<file path="src/rtl/branch_sequencer_pkg.sv">
// Shared types and constants for the conditional-branch control-step sequencer.
// State encoding, opcode field location and the datapath strobe bundle live here.
package branch_sequencer_pkg;

  typedef enum logic [2:0] {
    ST_IDLE = 3'd0,
    ST_T3   = 3'd1,
    ST_WAIT = 3'd2,
    ST_T4   = 3'd3,
    ST_T5   = 3'd4,
    ST_T6   = 3'd5,
    ST_FIN  = 3'd6
  } state_t;

  localparam logic [4:0] BR_OPCODE_DEF = 5'b10010;
  localparam int         OPC_MSB       = 31;
  localparam int         OPC_LSB       = 27;

  typedef struct packed {
    logic gra;
    logic r_out;
    logic con_in;
    logic pc_out;
    logic y_in;
    logic c_out;
    logic alu_add;
    logic z_in;
    logic zlo_out;
    logic pc_in;
  } strobe_t;

  // T6 only moves Z into the PC when the condition held.
  function automatic strobe_t decode_strobes(input state_t st, input logic tkn);
    strobe_t s;
    s = '0;
    case (st)
      ST_T3: begin
        s.gra    = 1'b1;
        s.r_out  = 1'b1;
        s.con_in = 1'b1;
      end
      ST_T4: begin
        s.pc_out = 1'b1;
        s.y_in   = 1'b1;
      end
      ST_T5: begin
        s.c_out   = 1'b1;
        s.alu_add = 1'b1;
        s.z_in    = 1'b1;
      end
      ST_T6: begin
        s.zlo_out = tkn;
        s.pc_in   = tkn;
      end
      default: ;
    endcase
    return s;
  endfunction

endpackage

</file>
<file path="src/rtl/branch_sequencer_if.sv">
// Control handshake plus datapath strobes between the main controller and the branch sequencer.
// slave = sequencer side, master = controller/datapath side.
interface branch_sequencer_if;

  logic        start;
  logic [31:0] ir;
  logic        con_q;
  logic        busy;
  logic        done;
  logic        illegal;
  logic        taken;
  logic        gra;
  logic        r_out;
  logic        con_in;
  logic        pc_out;
  logic        y_in;
  logic        c_out;
  logic        alu_add;
  logic        z_in;
  logic        zlo_out;
  logic        pc_in;

  modport slave (
    input  start, ir, con_q,
    output busy, done, illegal, taken,
    output gra, r_out, con_in, pc_out, y_in, c_out, alu_add, z_in, zlo_out, pc_in
  );

  modport master (
    output start, ir, con_q,
    input  busy, done, illegal, taken,
    input  gra, r_out, con_in, pc_out, y_in, c_out, alu_add, z_in, zlo_out, pc_in
  );

endinterface

</file>
<file path="src/rtl/branch_sequencer_stats.sv">
// branch_stats: saturating taken / not-taken counters for the branch sequencer.
// Synchronous clear wins over a same-cycle increment.
module branch_stats (
  input  logic        clk,
  input  logic        reset_n,
  input  logic        stat_clr,
  input  logic        inc_taken,
  input  logic        inc_not_taken,
  output logic [15:0] taken_cnt,
  output logic [15:0] not_taken_cnt
);

  logic [15:0] taken_cnt_d, taken_cnt_q;
  logic [15:0] not_taken_cnt_d, not_taken_cnt_q;

  function automatic logic [15:0] sat_inc(input logic [15:0] v);
    return (v == 16'hFFFF) ? v : v + 16'd1;
  endfunction

  always_comb begin
    taken_cnt_d     = taken_cnt_q;
    not_taken_cnt_d = not_taken_cnt_q;
    if (stat_clr) begin
      taken_cnt_d     = '0;
      not_taken_cnt_d = '0;
    end else begin
      if (inc_taken)     taken_cnt_d     = sat_inc(taken_cnt_q);
      if (inc_not_taken) not_taken_cnt_d = sat_inc(not_taken_cnt_q);
    end
  end

  always_ff @(posedge clk or negedge reset_n) begin
    if (!reset_n) begin
      taken_cnt_q     <= '0;
      not_taken_cnt_q <= '0;
    end else begin
      taken_cnt_q     <= taken_cnt_d;
      not_taken_cnt_q <= not_taken_cnt_d;
    end
  end

  assign taken_cnt     = taken_cnt_q;
  assign not_taken_cnt = not_taken_cnt_q;

endmodule

</file>
<file path="src/rtl/branch_sequencer.sv">
// Conditional-branch sequencer: registered one-hot strobes for T3..T6 and the PC load.
// Optional BRANCH_STATS_EN adds saturating taken/not-taken counters with stat_clr.
module branch_sequencer
  import branch_sequencer_pkg::*;
#(
  parameter logic [4:0] BR_OPCODE = BR_OPCODE_DEF,
  parameter int         WAIT_CON  = 1
) (
  input  logic               clk,
  input  logic               reset_n,
  branch_sequencer_if.slave  bus
`ifdef BRANCH_STATS_EN
  ,
  input  logic               stat_clr,
  output logic [15:0]        taken_cnt,
  output logic [15:0]        not_taken_cnt
`endif
);

  // WAIT is entered holding the last count value so it lasts exactly WAIT_CON cycles.
  localparam logic [1:0] WAIT_LAST = (WAIT_CON > 0) ? 2'(WAIT_CON - 1) : 2'd0;

  state_t     state_d, state_q;
  logic [1:0] cnt_d, cnt_q;
  logic       taken_d, taken_q;
  logic       illegal_d, illegal_q;
  logic       done_d, done_q;
  logic       busy_d, busy_q;
  strobe_t    strobe_d, strobe_q;

  logic [4:0]  opc;
  logic [26:0] unused_ir;

  assign opc       = bus.ir[OPC_MSB:OPC_LSB];
  assign unused_ir = bus.ir[OPC_LSB-1:0];

  always_comb begin
    state_d   = state_q;
    cnt_d     = cnt_q;
    taken_d   = taken_q;
    illegal_d = 1'b0;
    case (state_q)
      ST_IDLE: begin
        if (bus.start) begin
          if (opc == BR_OPCODE) begin
            state_d = ST_T3;
            taken_d = 1'b0;
          end else begin
            state_d   = ST_FIN;
            illegal_d = 1'b1;
          end
        end
      end
      ST_T3: begin
        if (WAIT_CON > 0) begin
          state_d = ST_WAIT;
          cnt_d   = WAIT_LAST;
        end else begin
          state_d = ST_T4;
        end
      end
      ST_WAIT: begin
        if (cnt_q == 2'd0) state_d = ST_T4;
        else               cnt_d   = cnt_q - 2'd1;
      end
      ST_T4: state_d = ST_T5;
      // Condition flip-flop result is captured on the edge that enters T6.
      ST_T5: begin
        state_d = ST_T6;
        taken_d = bus.con_q;
      end
      ST_T6:   state_d = ST_FIN;
      ST_FIN:  state_d = ST_IDLE;
      default: state_d = ST_IDLE;
    endcase
    strobe_d = decode_strobes(state_d, taken_d);
    done_d   = (state_d == ST_FIN);
    busy_d   = (state_d != ST_IDLE);
  end

  always_ff @(posedge clk or negedge reset_n) begin
    if (!reset_n) begin
      state_q   <= ST_IDLE;
      cnt_q     <= '0;
      taken_q   <= 1'b0;
      illegal_q <= 1'b0;
      done_q    <= 1'b0;
      busy_q    <= 1'b0;
      strobe_q  <= '0;
    end else begin
      state_q   <= state_d;
      cnt_q     <= cnt_d;
      taken_q   <= taken_d;
      illegal_q <= illegal_d;
      done_q    <= done_d;
      busy_q    <= busy_d;
      strobe_q  <= strobe_d;
    end
  end

  assign bus.busy    = busy_q;
  assign bus.done    = done_q;
  assign bus.illegal = illegal_q;
  assign bus.taken   = taken_q;
  assign bus.gra     = strobe_q.gra;
  assign bus.r_out   = strobe_q.r_out;
  assign bus.con_in  = strobe_q.con_in;
  assign bus.pc_out  = strobe_q.pc_out;
  assign bus.y_in    = strobe_q.y_in;
  assign bus.c_out   = strobe_q.c_out;
  assign bus.alu_add = strobe_q.alu_add;
  assign bus.z_in    = strobe_q.z_in;
  assign bus.zlo_out = strobe_q.zlo_out;
  assign bus.pc_in   = strobe_q.pc_in;

`ifdef BRANCH_STATS_EN
  logic inc_taken, inc_not_taken;

  assign inc_taken     = (state_q == ST_T6) &&  taken_q;
  assign inc_not_taken = (state_q == ST_T6) && !taken_q;

  branch_stats u_stats (
    .clk           (clk),
    .reset_n       (reset_n),
    .stat_clr      (stat_clr),
    .inc_taken     (inc_taken),
    .inc_not_taken (inc_not_taken),
    .taken_cnt     (taken_cnt),
    .not_taken_cnt (not_taken_cnt)
  );
`endif

  // Bus contention and a PC load without its source would corrupt the datapath.
  a_one_bus_driver : assert property (@(posedge clk) disable iff (!reset_n)
    $onehot0({strobe_q.r_out, strobe_q.pc_out, strobe_q.c_out, strobe_q.zlo_out}));

  a_pc_in_needs_zlo : assert property (@(posedge clk) disable iff (!reset_n)
    strobe_q.pc_in |-> strobe_q.zlo_out);

endmodule

</file>
<file path="src/flat_wrapper.sv">
// flat-port wrapper written by rule: the top's interface ports become plain ports
module branch_sequencer_flat import branch_sequencer_pkg::*;
#(
  parameter logic [4:0] BR_OPCODE = BR_OPCODE_DEF,
  parameter int         WAIT_CON  = 1
)
  (clk, reset_n, bus_start, bus_ir, bus_con_q, bus_busy, bus_done, bus_illegal, bus_taken, bus_gra, bus_r_out, bus_con_in, bus_pc_out, bus_y_in, bus_c_out, bus_alu_add, bus_z_in, bus_zlo_out, bus_pc_in);
  branch_sequencer_if bus_i ();
  input  logic clk;
  input  logic reset_n;
  input wire logic [$bits(bus_i.start)-1:0] bus_start;
  input wire logic [$bits(bus_i.ir)-1:0] bus_ir;
  input wire logic [$bits(bus_i.con_q)-1:0] bus_con_q;
  output wire logic [$bits(bus_i.busy)-1:0] bus_busy;
  output wire logic [$bits(bus_i.done)-1:0] bus_done;
  output wire logic [$bits(bus_i.illegal)-1:0] bus_illegal;
  output wire logic [$bits(bus_i.taken)-1:0] bus_taken;
  output wire logic [$bits(bus_i.gra)-1:0] bus_gra;
  output wire logic [$bits(bus_i.r_out)-1:0] bus_r_out;
  output wire logic [$bits(bus_i.con_in)-1:0] bus_con_in;
  output wire logic [$bits(bus_i.pc_out)-1:0] bus_pc_out;
  output wire logic [$bits(bus_i.y_in)-1:0] bus_y_in;
  output wire logic [$bits(bus_i.c_out)-1:0] bus_c_out;
  output wire logic [$bits(bus_i.alu_add)-1:0] bus_alu_add;
  output wire logic [$bits(bus_i.z_in)-1:0] bus_z_in;
  output wire logic [$bits(bus_i.zlo_out)-1:0] bus_zlo_out;
  output wire logic [$bits(bus_i.pc_in)-1:0] bus_pc_in;
  assign bus_i.start = bus_start;
  assign bus_i.ir = bus_ir;
  assign bus_i.con_q = bus_con_q;
  assign bus_busy = bus_i.busy;
  assign bus_done = bus_i.done;
  assign bus_illegal = bus_i.illegal;
  assign bus_taken = bus_i.taken;
  assign bus_gra = bus_i.gra;
  assign bus_r_out = bus_i.r_out;
  assign bus_con_in = bus_i.con_in;
  assign bus_pc_out = bus_i.pc_out;
  assign bus_y_in = bus_i.y_in;
  assign bus_c_out = bus_i.c_out;
  assign bus_alu_add = bus_i.alu_add;
  assign bus_z_in = bus_i.z_in;
  assign bus_zlo_out = bus_i.zlo_out;
  assign bus_pc_in = bus_i.pc_in;
  branch_sequencer #(.BR_OPCODE(BR_OPCODE), .WAIT_CON(WAIT_CON)) u_core (.clk(clk), .reset_n(reset_n), .bus(bus_i));
endmodule
</file>
<file path="config.mk">
export PLATFORM = sky130hd
export DESIGN_NAME = branch_sequencer_flat
export DESIGN_NICKNAME = d
export VERILOG_FILES = /design/src/rtl/branch_sequencer_pkg.sv /design/src/rtl/branch_sequencer_if.sv /design/src/rtl/branch_sequencer_stats.sv /design/src/rtl/branch_sequencer.sv /design/src/flat_wrapper.sv
export SDC_FILE = /design/constraint.sdc
export NUM_CORES = 1
export LEC_CHECK = 0
export ABC_AREA = 1
export BUFFER_PORTS_ARGS = -buffer_cell sky130_fd_sc_hd__clkbuf_2
export CORE_MARGIN = 1.5
export CORE_UTILIZATION = 34
export DETAILED_ROUTE_END_ITERATION = 10
export GPL_TIMING_DRIVEN = 0
export MAX_ROUTING_LAYER = met4
export PLACE_DENSITY = 0.85
export SYNTH_ARGS = -nofsm -noshare
export SYNTH_HDL_FRONTEND = slang
export SYNTH_HIERARCHICAL = 1
export SYNTH_SLANG_ARGS = --single-unit
</file>
<file path="constraint.sdc">
create_clock -name clk -period 1.1 [get_ports clk]
set_input_delay 0.055 -clock clk [delete_from_list [all_inputs] [get_ports clk]]
set_output_delay 0.055 -clock clk [all_outputs]
set_load 0.005 [all_outputs]
</file>
======== Word level (Yosys, flattened, before mapping) ========
Index checks and enable logic that the tools add are counted.
W data, S select, Z words.
word-level totals
  register bits after elaboration ......... 19
  latch bits .............................. 0
  bits in writable memories ............... 0
  memory bits (read-only) ................. 0
  memories kept ........................... 0
operators by class
  add/subtract/negate cells ............... 1
  multiply operators ...................... 0
  div/mod/pow operators ................... 0
  $lt $le $gt $ge ......................... 0
  eq/ne operators ......................... 12
  shift operators ......................... 0
  multiplexer cells ....................... 16
  bitwise gates (word level) .............. 0
  reduce and logical (&&, ||, !) cells .... 5
operators with widths
  cell                   number
  $pmux W3 S6            1
  $eq A3 B3 Y1 const B   5
  $mux W3                5
  $eq A3 B2 Y1 const B   3
  $eq A3 B1 Y1 const B   2
  $mux W2                3
  $eq A5 B5 Y1 const B   1
  $mux W1                5
  $pmux W2 S2            1
  $logic_not A3 Y1       1
  $reduce_bool A3 Y1     1
  $logic_not A2 Y1       1
  $ne A2 B2 Y1 const B   1
  $pmux W1 S2            1
  $reduce_and A2 Y1      1
  $reduce_bool A2 Y1     1
  $sub A2 B1 Y2 const B  1

======== Logic depth before layout (Yosys ltp) ========
Gate-level depths: netlist of run 1.
  depth in word-level cells ............... 6
  gate-level depth with buffers ........... 8
  mapped depth without buffers ............ 8

======== Least setup slack after synthesis of run 1 ========
Ideal clock, no wire load.
  path type ............................... register to register
  start ................................... register u_core.cnt_q[0]
  end ..................................... register u_core.busy_q (netlist: u_core/bus.busy)
  arrival time ............................ 919 ps
  setup slack ............................. 61 ps
  stages on the path, launching flop included .. 9
  path buffers ............................ 0
  period minus slack after synthesis ...... 1,039 ps
  cells stage by stage .................... dfrtp_1 inv_1 ha_1 inv_1 nor2_2 nor2_4 nand2_2 nor2_1 nand2_1
on the way
  longest elaborated chain between the ends .. 4
RTL lines
  element                 RTL line                text
  start, declared         branch_sequencer.sv:24  logic [1:0] cnt_d, cnt_q;
  start signal, assigned  branch_sequencer.sv:92  cnt_q <= cnt_d;
  $logic_not A2 Y1        branch_sequencer.sv:63  if (cnt_q == 2'd0) state_d = ST_T4;
  $mux W3                 branch_sequencer.sv:63
  $pmux W3 S6             branch_sequencer.sv:42  case (state_q)
  via u_core.state_d[0]   branch_sequencer.sv:23  state_t state_d, state_q;
  $reduce_bool A3 Y1      branch_sequencer.sv:78  busy_d = (state_d != ST_IDLE);
  via u_core.busy_d       branch_sequencer.sv:28  logic busy_d, busy_q;
  end signal, assigned    branch_sequencer.sv:96  busy_q <= busy_d;
  end, declared           branch_sequencer.sv:28
The timed path passes the listed nets, and every way through them passes these cells.
A chain may end at the register's enable or synchronous reset.

======== Final worst setup path of run 1 ========
  start ................................... register u_core.state_q[1]
  end ..................................... register u_core.done_q (netlist: u_core/bus.done)
on the way
  longest elaborated chain between the ends .. 3
RTL lines
  element                                     RTL line                text
  start, declared                             branch_sequencer.sv:23
  start signal, assigned                      branch_sequencer.sv:91  state_q <= state_d;
  $eq A3 B3 Y1, or another cell as far along  branch_sequencer.sv:42
  $pmux W3 S6 (*)                             branch_sequencer.sv:42
  via u_core.state_d[1]                       branch_sequencer.sv:23
  $eq A3 B3 Y1 (*)                            branch_sequencer.sv:77  done_d = (state_d == ST_FIN);
  via u_core.done_d                           branch_sequencer.sv:27  logic done_d, done_q;
  end signal, assigned                        branch_sequencer.sv:95  done_q <= done_d;
  end, declared                               branch_sequencer.sv:27
Mark *: on every way through the listed nets, which the timed path passes. The rest lies on a longest branch.

==> run summary, run 1 <==
Core Footprint -> 1745 um^2
Fillcell total -> 169
Initial core utilization -> 36.56%
CP required -> 1.31 ns
Most used cell, CP -> nand2_2
Clock tree buffer depth -> 2
Mapped Cells -> 75
Critical path class -> flip-flop to flip-flop
Failing checks -> negative setup slack
Area grow syn2layout -> 42.75%
Via-per-instance ratio -> 4.354
Max-slew headroom -> 79.94%
Cell Area, Placed -> 779.5 um^2
# IOs -> 50
Die W -> 46.32 um
Cell variety after synth -> 14
Gpl congestion -> 0.7315
Worst hold start -> bus_start
Port-buffer cells -> 22
Setup Skew -> 0.006793 ns
Slowest stage delay, CP -> 0.46 ns
Hold Violations, Final -> 0
Number of global-route vias before repair -> 491
Htree depth -> 1
Clock transition at path regs -> 0.07 ns
Die area -> 2146 um^2
CP Launch Type -> flip-flop
DP Worst Slack -> -0.03277 ns
Initial antenna violation count -> 0
Number of buffers created by CTS -> 3
Die Height -> 46.32 um
Seq/Total Area, Yosys -> 50.98%
Hold endpoint -> u_core/bus.con_in
Status -> complete, but fails checks
Pin count of the biggest net entering global routing -> 14
Drt pass-1 iters -> 4
Pwr/cell area -> 2482 nW/um^2
Critical-path cell list -> nor2_4 > nand2_2 > nor2_2 > nand2_2 > nand2_2 > nand3_2 > nor2_1
Worst r2r path cells -> 7
Mapped Area -> 638.1 um^2
Routed len/inst -> 10.37 um
Mux share of post-synthesis cell area -> 0%
Final Net Count -> 143
Leading cell types by total area after synthesis -> dfrtp_1 51%, inv_1 8.8%, buf_4 7.1%
Fin util -> 52.19%
First-pass GRT wire length -> 1828 um
Critical path's slowest cell -> dfrtp_2
Overall Global Routing Usage -> 13.24%
Leak pwr -> 0.5245 nW
Syn nets -> 112
Yosys top cell by area -> dfrtp_1
Total gr overflow -> 0
# diodes -> 0
Main combinational cell family by area after synthesis -> simple AND/OR/NAND/NOR gates
Fin area -> 910.9 um^2
Warnings from Yosys -> 6
Clock latency on the worst-skew pair -> 0.28 ns
Setup WS post-layout -> -0.04793 ns
First-iteration detailed-routing DRC count -> 4
Setup violation total in the final timing report -> 4
CP arrival -> 1.35 ns
# DRC -> 0
Antenna-violating nets left -> 0
Final Cycle Share -> 104.4%
Synth top cells by count -> 15 x inv_1, 13 x dfrtp_1, 12 x nand2_1
WHS Path Cells -> 3
Max cap viols -> 0
Post-DP HPWL -> 906 um
EDFF count, synth -> 0
WL final -> 1348 um
Xor/xnor share of the synthesized area -> 0%
Worst r2r dst -> u_core/bus.done
Adder-cell share of the synthesized area -> 1.961%
Post-synthesis compound-gate area fraction -> 3.333%
Syn Area/Cell -> 8.508 um^2
Worst slew pin tran -> 0.3009 ns
Worst Hold Class -> input port to flip-flop
Synth top area share -> 50.98%
Via count of the routed design -> 566
Fin. max-slew vios -> 0
Max Clk Rate -> 871.1 MHz
Crit Reg-Reg Startpoint -> u_core/state_q[1]
FFs w/ async S/R, synth -> 100.0%
Std-Cell Rows -> 15
CTS tree -> built
Cell with the most instances after synthesis -> inv_1
Critical Path Fanout Max -> 4
Peak VDD IR -> 0.0009189 V
Tmin final -> 1.148 ns
Seq cells post-synth -> 13
Crit. End Element -> flip-flop
Synth Area in Simple Gates -> 26.08%
Layout cells sized above 1 -> 55.24%
Post-synth top flop -> dfrtp_1
CTS root buf -> clkbuf_4
RSZ-0062 raised after global routing -> yes
R2r setup slk -> -0.05 ns
CTS sink cnt -> 13
critical path, delay by kind of cell (launching register included):
family,cells,cell delay (ns)
flops,1,0.46
simple gates,7,0.62
layout by cell type, fill, tap and decap left out:
master / n
ha_4: 1
o21ai_1: 2
nand2_1: 9
inv_2: 5
nand3_2: 1
nor2_1: 7
dlygate4sd3_1: 2
o21ai_0: 1
dfrtp_2: 3
nand3_4: 2
buf_4: 8
dfrtp_1: 10
nor2_2: 2
inv_4: 1
clkbuf_4: 3
clkbuf_2: 22
o22ai_4: 1
inv_1: 12
nand3_1: 3
nor2_4: 3
clkbuf_1: 1
nand2_2: 6
flip-flops by register name, summed over array words and instances, names as in the netlist:
register,cells
u_core/bus.con_in,1
u_core/cnt_q,2
u_core/state_q,3
u_core/bus.pc_out,1
u_core/bus.illegal,1
u_core/bus.alu_add,1
u_core/bus.busy,1
u_core/bus.done,1
u_core/bus.pc_in,1
u_core/bus.taken,1
logic make-up after synthesis:
family / after synthesis
compound gates: 4
buf+inv: 24
flops: 13
simple gates: 33
fa+ha+maj: 1
layout make-up:
class                           instances  area (um^2)  area share, %
Sequential cell                        13        329.1          36.13
Multi-Input combinational cell         38        264.0          28.98
Timing Repair Buffer                   26        145.1          15.93
Inverter                               18        70.07          7.692
Buffer                                  6        45.04          4.945
Tap cell                               25        31.28          3.434
Clock buffer                            4        26.28          2.885
routing by layer:
layer / GRT usage, % / vias to the layer above / wire [um]
met1: 10.95 / 265 / 487
met2: 24.17 / 20 / 775
met5: - / - / 0
met4: 10.29 / 0 / 11
li1: - / 279 / -
met3: 3.529 / 2 / 73
power by group:
group	internal, W	switching (W)	total, W
clock	0.000141	0.000150	0.000291
sequential	0.000651	0.000144	0.000795
combinational	0.000517	0.000658	0.00117
worst max-delay path by stage:
stage / slack (ns) / cells past startpoint / start / endpoint
2_1_floorplan: 0.06 / 8 / u_core/cnt_q[0] / u_core/bus.busy
3_3_place_gp: -0.002 / 8 / u_core/cnt_q[0] / u_core/bus.busy
3_5_place_dp: -0.03 / 8 / u_core/cnt_q[0] / u_core/bus.busy
4_1_cts: -0.03 / 7 / u_core/state_q[0] / u_core/bus.done
5_1_grt: -0.11 / 7 / u_core/state_q[1] / u_core/bus.done
6_report: -0.05 / 7 / u_core/state_q[1] / u_core/bus.done
what timing repair did:
item,CTS,global route
resized for setup,4,17
pin swaps,2,3
endpoints found under the hold margin,14,0
setup endpoints to repair,5,6
buffers inserted,0,2
hold buffers,2,0
through the flow:
stage / total power (W) / hold slack, ns / setup TNS, ns / instances
CTS: 0.001981 / 0.06323 / -0.06200 / 128
finish: 0.002261 / 0.07446 / -0.1208 / 130
floorplan: 0.001363 / -0.2406 / 0 / 75
global placement: 0.001577 / -0.04783 / -0.002460 / 122
detailed placement: 0.001630 / -0.04338 / -0.07802 / 122
global route: 0.002415 / 0.05926 / -0.4034 / 130
Note: power is estimated with default switching activity, not from simulation.
==> run 2, diff against run 1 <==
- CORE_ASPECT_RATIO: unset -> 1.25
- CORE_UTILIZATION: 34 -> 37
- PLACE_DENSITY: 0.85 -> 0.88
- clock period: 1.1 -> 1.15 ns (I/O delays scaled with it)
==> run 2 against run 1 <==
Net effect:
- the run now ends clean
- total power decreased by 5.6%
- utilization increased by 3.6 points
- critical path depth increased by 1
- sequential cell count unchanged
- non-clock buffer count increased by 2
- sequential share of layout area increased by 0.57 points
- setup slack improved by 0.075 ns
- global-route usage increased by 3.2 points
- combinational power decreased by 6%
- count of clock-buffer cells in the layout unchanged
- fmax increased by 2.2%
- critical path type unchanged
- largest power group unchanged
==> run summary, run 2 (synthesis gave the netlist of run 1 again) <==
Status -> complete, no violations
Crit. End Element -> flip-flop
Most used cell, CP -> nor2_4
Met1 Wirelength -> 420 um (-14%)
CTS root buf -> clkbuf_4
Clock latency on the worst-skew pair -> 0.28 ns (about the same)
Initial antenna violation count -> 0 (unchanged)
DP Worst Slack -> -0.003627 ns (+0.02914 ns)
Die Height -> 49.43 um (+6.7%)
Critical Path Fanout Max -> 2 (-2)
CP arrival -> 1.30 ns (-0.05 ns)
Fillcell total -> 162 (-4.1%)
First-pass GRT wire length -> 2118 um (+16%)
Initial core utilization -> 39.84% (+3.3 points)
Setup WS post-layout -> 0.02682 ns (+0.07474 ns)
Antenna-violating nets left -> 0 (unchanged)
Leak pwr -> 0.5338 nW (+1.8%)
RSZ-0062 raised after global routing -> yes
Cell Area, Placed -> 770.7 um^2 (-1.1%)
# diodes -> 0 (unchanged)
Die area -> 1984 um^2 (-7.5%)
CTS sink cnt -> 13 (unchanged)
Crit path launch -> u_core/cnt_q[0]
Register with the most flip-flops -> u_core/state_q
Slowest stage delay, CP -> 0.36 ns (-0.10 ns)
Critical path's slowest cell -> dfrtp_1
Std-Cell Rows -> 16 (+1)
First-iteration detailed-routing DRC count -> 2 (-2)
Register Area -> 327.8 um^2 (-0.38%)
Most frequent cells in the layout -> 22 x clkbuf_2, 12 x inv_1, 11 x dfrtp_1
Top flop regs -> u_core/state_q x3, u_core/cnt_q x2
CP required -> 1.33 ns (+0.02 ns)
Max-slew headroom -> 78.19% (-1.7 points)
Crit-path leading delay family -> simple AND/OR/NAND/NOR gates
Gpl congestion -> 0.7483 (+2.3%)
CP Launch Type -> flip-flop
Clock tree buffer depth -> 2 (unchanged)
Highest Signal Layer -> met4
Critical-path cell list -> inv_2 > ha_4 > inv_4 > nor2_4 > nor2_4 > nand2_2 > nor2_1 > nand2_1
Max reg flops -> 3 (unchanged)
Clock transition at path regs -> 0.08 ns (about the same)
Port-buffer cells -> 22 (unchanged)
Critical path class -> flip-flop to flip-flop
Fin. max-slew vios -> 0 (unchanged)
Pwr/cell area -> 2389 nW/um^2 (-3.8%)
Peak VDD IR -> 0.001073 V (+17%)
# DRC -> 0 (unchanged)
Total gr overflow -> 0 (unchanged)
Drt pass-1 iters -> 3 (-1)
Number of buffers created by CTS -> 3 (unchanged)
Final Net Count -> 145 (+1.4%)
Max Clk Rate -> 890.3 MHz (+2.2%)
Hold Violations, Final -> 0 (unchanged)
Core Footprint -> 1602 um^2 (-8.2%)
Max cap viols -> 0 (unchanged)
Fin area -> 893.4 um^2 (-1.9%)
Number of global-route vias before repair -> 565 (+15%)
Via count of the routed design -> 567 (+0.18%)
Worst Hold Class -> input port to flip-flop
Worst slew pin tran -> 0.3271 ns (+0.02616 ns)
WL final -> 1337 um (-0.82%)
Most common cell after layout, fill and taps aside -> clkbuf_2
CTS tree -> built
Area used by multi-input combinational logic -> 241.5 um^2 (-8.5%)
Buf/Inv on CP -> 2 (+2)
Area grow syn2layout -> 40.00%
Fin util -> 55.78% (+3.6 points)
Via-per-instance ratio -> 4.536 (+4.2%)
Crit Reg-Reg Startpoint -> u_core/cnt_q[0]
Worst hold start -> bus_start
Setup violation total in the final timing report -> 0 (-4)
Htree depth -> 1 (unchanged)
Overall Global Routing Usage -> 16.47% (+3.2 points)
Setup Skew -> 0.005363 ns (-0.001430 ns)
Detailed-routed wire length on met3 -> 68 um (-6.8%)
Tmin final -> 1.123 ns (-0.02474 ns)
Pin count of the biggest net entering global routing -> 14 (unchanged)
Die W -> 40.15 um (-13%)
# IOs -> 50 (unchanged)
Final Cycle Share -> 97.67% (-6.7 points)
Routed len/inst -> 10.70 um (+3.2%)
Routed wl met2 -> 790 um (+1.9%)
Layout cells sized above 1 -> 53.27% (-2.0 points)
Post-DP HPWL -> 1024 um (+13%)
[run 2: area by class of cell]
cell class,instances,share of cell area [%]
sequential,13,36.69
buffer,6,5.042
tap,18,2.521
multi-input combinational,38,27.03
inverter,18,7.843
timing repair buffer,28,17.93
clock buffer,4,2.941
[run 2: worst paths after layout]
kind / to / slack (ns) / cells after the start
max reg2reg: u_core/bus.busy / 0.03 / 8
min in group asynchronous: u_core/bus.taken / 0.19 / 2
min: u_core/state_q[0] / 0.08 / 3
max in group asynchronous: u_core/state_q[1] / 0.69 / 2
min reg2reg: u_core/bus.taken / 0.53 / 2
max: u_core/bus.busy / 0.03 / 8
[run 2: per-layer routing]
metal | GRT usage, % | vias to the layer above
met2 | 29.03 | 23
met4 | 13.79 | 0
met1 | 13.82 | 260
met3 | 1.370 | 7
met5 | - | -
li1 | - | 277
[run 2: worst reg2reg max path, cell delays in order, from the launching register on]
cell and delay, ns:
dfrtp_1 0.36, inv_2 0.06, ha_4 0.17, inv_4 0.06
nor2_4 0.04, nor2_4 0.12, nand2_2 0.06, nor2_1 0.10
nand2_1 0.05
[run 2: power by group]
part / leakage, nW / switching (W) / internal (W) / total, W
sequential: 0.166 / 0.000131 / 0.000620 / 0.000751
clock: 0.0150 / 0.000151 / 0.000135 / 0.000286
combinational: 0.353 / 0.000584 / 0.000513 / 0.00110
[run 2: per-stage QoR]
| step | power (W) | setup TNS, ns | hold slack (ns) | std cells |
|---|---|---|---|---|
| 2_1_floorplan | 0.001304 | 0 | -0.2381 | 75 |
| 3_3_place_gp | 0.001502 | 0 | -0.04437 | 115 |
| 3_5_place_dp | 0.001580 | -0.005512 | -0.03509 | 115 |
| 4_1_cts | 0.001876 | -0.01547 | 0.08247 | 121 |
| 5_1_grt | 0.002306 | -0.1184 | 0.08925 | 125 |
| 6_report | 0.002134 | 0 | 0.07553 | 125 |
[run 2: repair_timing]
action	4_1_cts	5_1_grt
gates resized for setup	1	14
pin swaps	0	3
setup endpoints to repair	2	6
setup buffers	0	4
hold buffers	2	0
endpoints found under the hold margin	14	0
==> run 3, diff against run 2 <==
- ABC_AREA: 1 -> unset
- CORE_UTILIZATION: 37 -> 38
- PLACE_DENSITY: 0.88 -> 0.89
==> run 3 against run 2 <==
Net effect:
- die area about the same
- routed wire length up 6.4%
- count of clock-buffer cells in the layout unchanged
- sequential share of layout area down 1.8 points
- via count down 0.71%
- synthesized area up 2.7%
- total power down 7.2%
- combinational power down 11%
- non-clock buffer count up 6
- sequential cell count unchanged
- register-to-register slack worse by 0.03 ns
==> run summary, run 3 <==
Yosys top cell by area -> dfrtp_1
FFs w/ async S/R, synth -> 100.0% (unchanged)
Max-slew headroom -> 78.40% (+0.20 points)
Worst hold start -> bus_con_q
Most frequent cells in the layout -> 22 x clkbuf_2, 14 x buf_4, 13 x dfrtp_1
Crit. End Element -> flip-flop
GRT met1 Usage -> 18.26% (+4.4 points)
# diodes -> 0 (unchanged)
Worst r2r path cells -> 4 (-4)
Power, Total -> 0.001980 W (-7.2%)
Seq cells post-synth -> 13 (unchanged)
Hold Violations, Final -> 0 (unchanged)
Cell with the most instances after synthesis -> dfrtp_1
Overall Global Routing Usage -> 15.92% (-0.55 points)
Number of buffers created by CTS -> 3 (unchanged)
CP Launch Type -> flip-flop
Area grow syn2layout -> 42.18%
Fin. max-slew vios -> 0 (unchanged)
Synth top area share -> 49.62% (-1.4 points)
Cell internal pwr -> 0.001259 W (-0.76%)
WL final -> 1422 um (+6.4%)
Post-synthesis compound-gate area fraction -> 15.46% (+12 points)
Peak VDD IR -> 0.001130 V (+5.3%)
CTS root buf -> clkbuf_4
Seq/Total Area, Yosys -> 49.62% (-1.4 points)
Routed len/inst -> 12.70 um (+19%)
Via-per-instance ratio -> 5.027 (+11%)
# DRC -> 0 (unchanged)
CTS tree -> built
Mapped Area -> 655.6 um^2 (+2.7%)
Gpl congestion -> 0.8646 (+16%)
Xor/xnor share of the synthesized area -> 0% (unchanged)
Layout cells sized above 1 -> 58.51% (+5.2 points)
Pin count of the biggest net entering global routing -> 14 (unchanged)
Drt pass-1 iters -> 4 (+1)
Worst r2r dst -> u_core/bus.busy
Post-DP HPWL -> 957.6 um (-6.5%)
Warnings from Yosys -> 6 (unchanged)
Die Height -> 49.44 um (about the same)
Setup Skew -> 0.003405 ns (-0.001958 ns)
Power share of the sequential group -> 36.2% (+1.0 points)
Top flop regs -> u_core/state_q x3, u_core/cnt_q x2
Final Net Count -> 132 (-9.0%)
CTS sink cnt -> 13 (unchanged)
M3 GR Usage -> 2.740% (+1.4 points)
Port-buffer cells -> 22 (unchanged)
Clock transition at path regs -> 0.08 ns (about the same)
First-pass GRT wire length -> 2111 um (-0.33%)
CP required -> 1.30 ns (-0.03 ns)
Cell Area, Placed -> 788.3 um^2 (+2.3%)
Synth top cells by count -> 13 x dfrtp_1, 7 x buf_4, 5 x nand2_1
Clock tree buffer depth -> 2 (unchanged)
Worst Hold Class -> input port to flip-flop
Core Footprint -> 1602 um^2 (unchanged)
Adder-cell share of the synthesized area -> 1.908% (-0.052 points)
Max cap viols -> 0 (unchanged)
EDFF count, synth -> 0 (unchanged)
Std-Cell Rows -> 16 (unchanged)
Final Cycle Share -> 99.88% (+2.2 points)
Tmin final -> 1.149 ns (+0.02548 ns)
Leak pwr -> 0.4838 nW (-9.4%)
Antenna-violating nets left -> 0 (unchanged)
Setup violation total in the final timing report -> 0 (unchanged)
Status -> complete, no violations
Number of global-route vias before repair -> 553 (-2.1%)
M2 GR Usage -> 24.73% (-4.3 points)
Combinational share of power -> 49.5% (-1.9 points)
Critical Path Fanout Max -> 6 (+4)
Mux share of post-synthesis cell area -> 0% (unchanged)
Synth Area in Simple Gates -> 20.99% (-5.1 points)
Initial core utilization -> 40.94% (+1.1 points)
Via count of the routed design -> 563 (-0.71%)
Crit Reg-Reg Startpoint -> u_core/state_q[1]
Mapped Cells -> 58 (-23%)
Initial antenna violation count -> 0 (unchanged)
Max reg flops -> 3 (unchanged)
Critical path class -> flip-flop to flip-flop
Die W -> 40.15 um (about the same)
Total gr overflow -> 0 (unchanged)
First-iteration detailed-routing DRC count -> 10 (+8)
Syn nets -> 95 (-15%)
Pwr/cell area -> 2124 nW/um^2 (-11%)
GRT busiest layer -> met2
Leading cell types by total area after synthesis -> dfrtp_1 50%, buf_4 8.0%, nor4b_4 3.6%
Post-synth top flop -> dfrtp_1
Switching Share -> 36.43% (-4.1 points)
Htree depth -> 1 (unchanged)
Clk network pwr share -> 14.3% (+0.9 points)
Max Clk Rate -> 870.6 MHz (-2.2%)
CP arrival -> 1.30 ns (about the same)
Placed cell count -> 98 (-15%)
Cell variety after synth -> 26 (+12)
Fin area -> 932.1 um^2 (+4.3%)
NetSw -> 0.0007215 W (-17%)
Register with the most flip-flops -> u_core/state_q
R2r setup slk -> 0.001 ns (-0.03 ns)
Clock latency on the worst-skew pair -> 0.28 ns (about the same)
Fin cells -> 112 (-10%)
Worst slew pin tran -> 0.3240 ns (-0.003055 ns)
Die area -> 1985 um^2 (about the same)
Most common cell after layout, fill and taps aside -> clkbuf_2
Final hold slack -> 0.07121 ns (-0.004319 ns)
RSZ-0062 raised after global routing -> yes
WHS Path Cells -> 2 (-1)
# IOs -> 50 (unchanged)
Hold endpoint -> u_core/bus.pc_in
Main combinational cell family by area after synthesis -> simple AND/OR/NAND/NOR gates
Syn Area/Cell -> 11.30 um^2 (+33%)
## run 3: cell count changes in the layout (fill, tap and decap cells not counted), moves of 2 or more
cell and change:
inv_1 -10, nand2_1 -6, nor2_1 -5, buf_4 +4, nand2_2 -4, nand3_1 -4
inv_2 -3, a21oi_1 +2, buf_6 +2, dfrtp_1 +2, dfrtp_2 -2, nor2_4 -2
o211ai_1 +2
## run 3: logic make-up (layout without fill, tap and decap cells)
logic type | Yosys count | count (layout)
DFF | 13 | 13
adders and majority gates | 1 | 1
and+or+nand+nor | 18 | 18
buffers and inverters | 12 | 48
AOI/OAI and AO/OA | 14 | 14
## run 3: worst max-delay path by stage
stage	end	depth (start not counted)	slack (ns)	from
floorplan	u_core/bus.taken	4	0.02	u_core/state_q[1]
global placement	u_core/bus.taken	4	-0.03	u_core/state_q[1]
detailed placement	u_core/bus.taken	4	-0.04	u_core/state_q[1]
CTS	u_core/cnt_q[1]	5	0.001	u_core/cnt_q[0]
global route	u_core/bus.busy	4	-0.04	u_core/state_q[1]
finish	u_core/bus.busy	4	0.001	u_core/state_q[1]
## run 3: worst max-delay path: stages, from the launching register on
cell and delay, ns:
dfrtp_1 0.39, buf_6 0.14, buf_4 0.15, nor4_2 0.26, a21oi_1 0.07
## run 3: metal layers
layer	vias to the layer above	share of wire (%)
li1	273	-
met1	261	38
met2	27	54
met3	2	7.0
met4	0	1.8
met5	-	0
## run 3: power by group through the flow
stage / logic [W] / clock network [W] / registers (W)
floorplan: 0.000524 / 0 / 0.000702
global placement: 0.000743 / 0 / 0.000701
detailed placement: 0.000771 / 0 / 0.000708
CTS: 0.000815 / 0.000288 / 0.000702
global route: 0.00107 / 0.000304 / 0.000731
finish: 0.000980 / 0.000284 / 0.000717
## run 3: what timing repair did
item	4_1_cts	5_1_grt
hold buffers	2	0
setup buffers	2	6
hold endpoints to repair	14	0
pin swaps	1	4
endpoints found under the setup margin	5	6
gates resized for setup	1	10
gates cloned	0	0
## run 3: area by class of cell
| class | instances | area [um^2] |
|---|---|---|
| multi-input combinational | 33 | 285.3 |
| fill | 149 | 669.4 |
| inverter | 4 | 15.01 |
| buffer | 8 | 67.56 |
| sequential | 13 | 325.3 |
| timing repair buffer | 32 | 190.2 |
| clock buffer | 4 | 26.28 |
| tap | 18 | 22.52 |
## run 3: stage by stage
| step | util [%] | setup TNS, ns | setup slack, ns |
|---|---|---|---|
| after global routing | 58.20 | -0.08751 | -0.03844 |
| after detailed placement | 49.22 | -0.03740 | -0.03740 |
| after floorplan | - | 0 | 0.01649 |
| after global placement | 49.22 | -0.02765 | -0.02765 |
| final | 58.20 | 0 | 0.001339 |
| after CTS | 53.20 | 0 | 0.001221 |
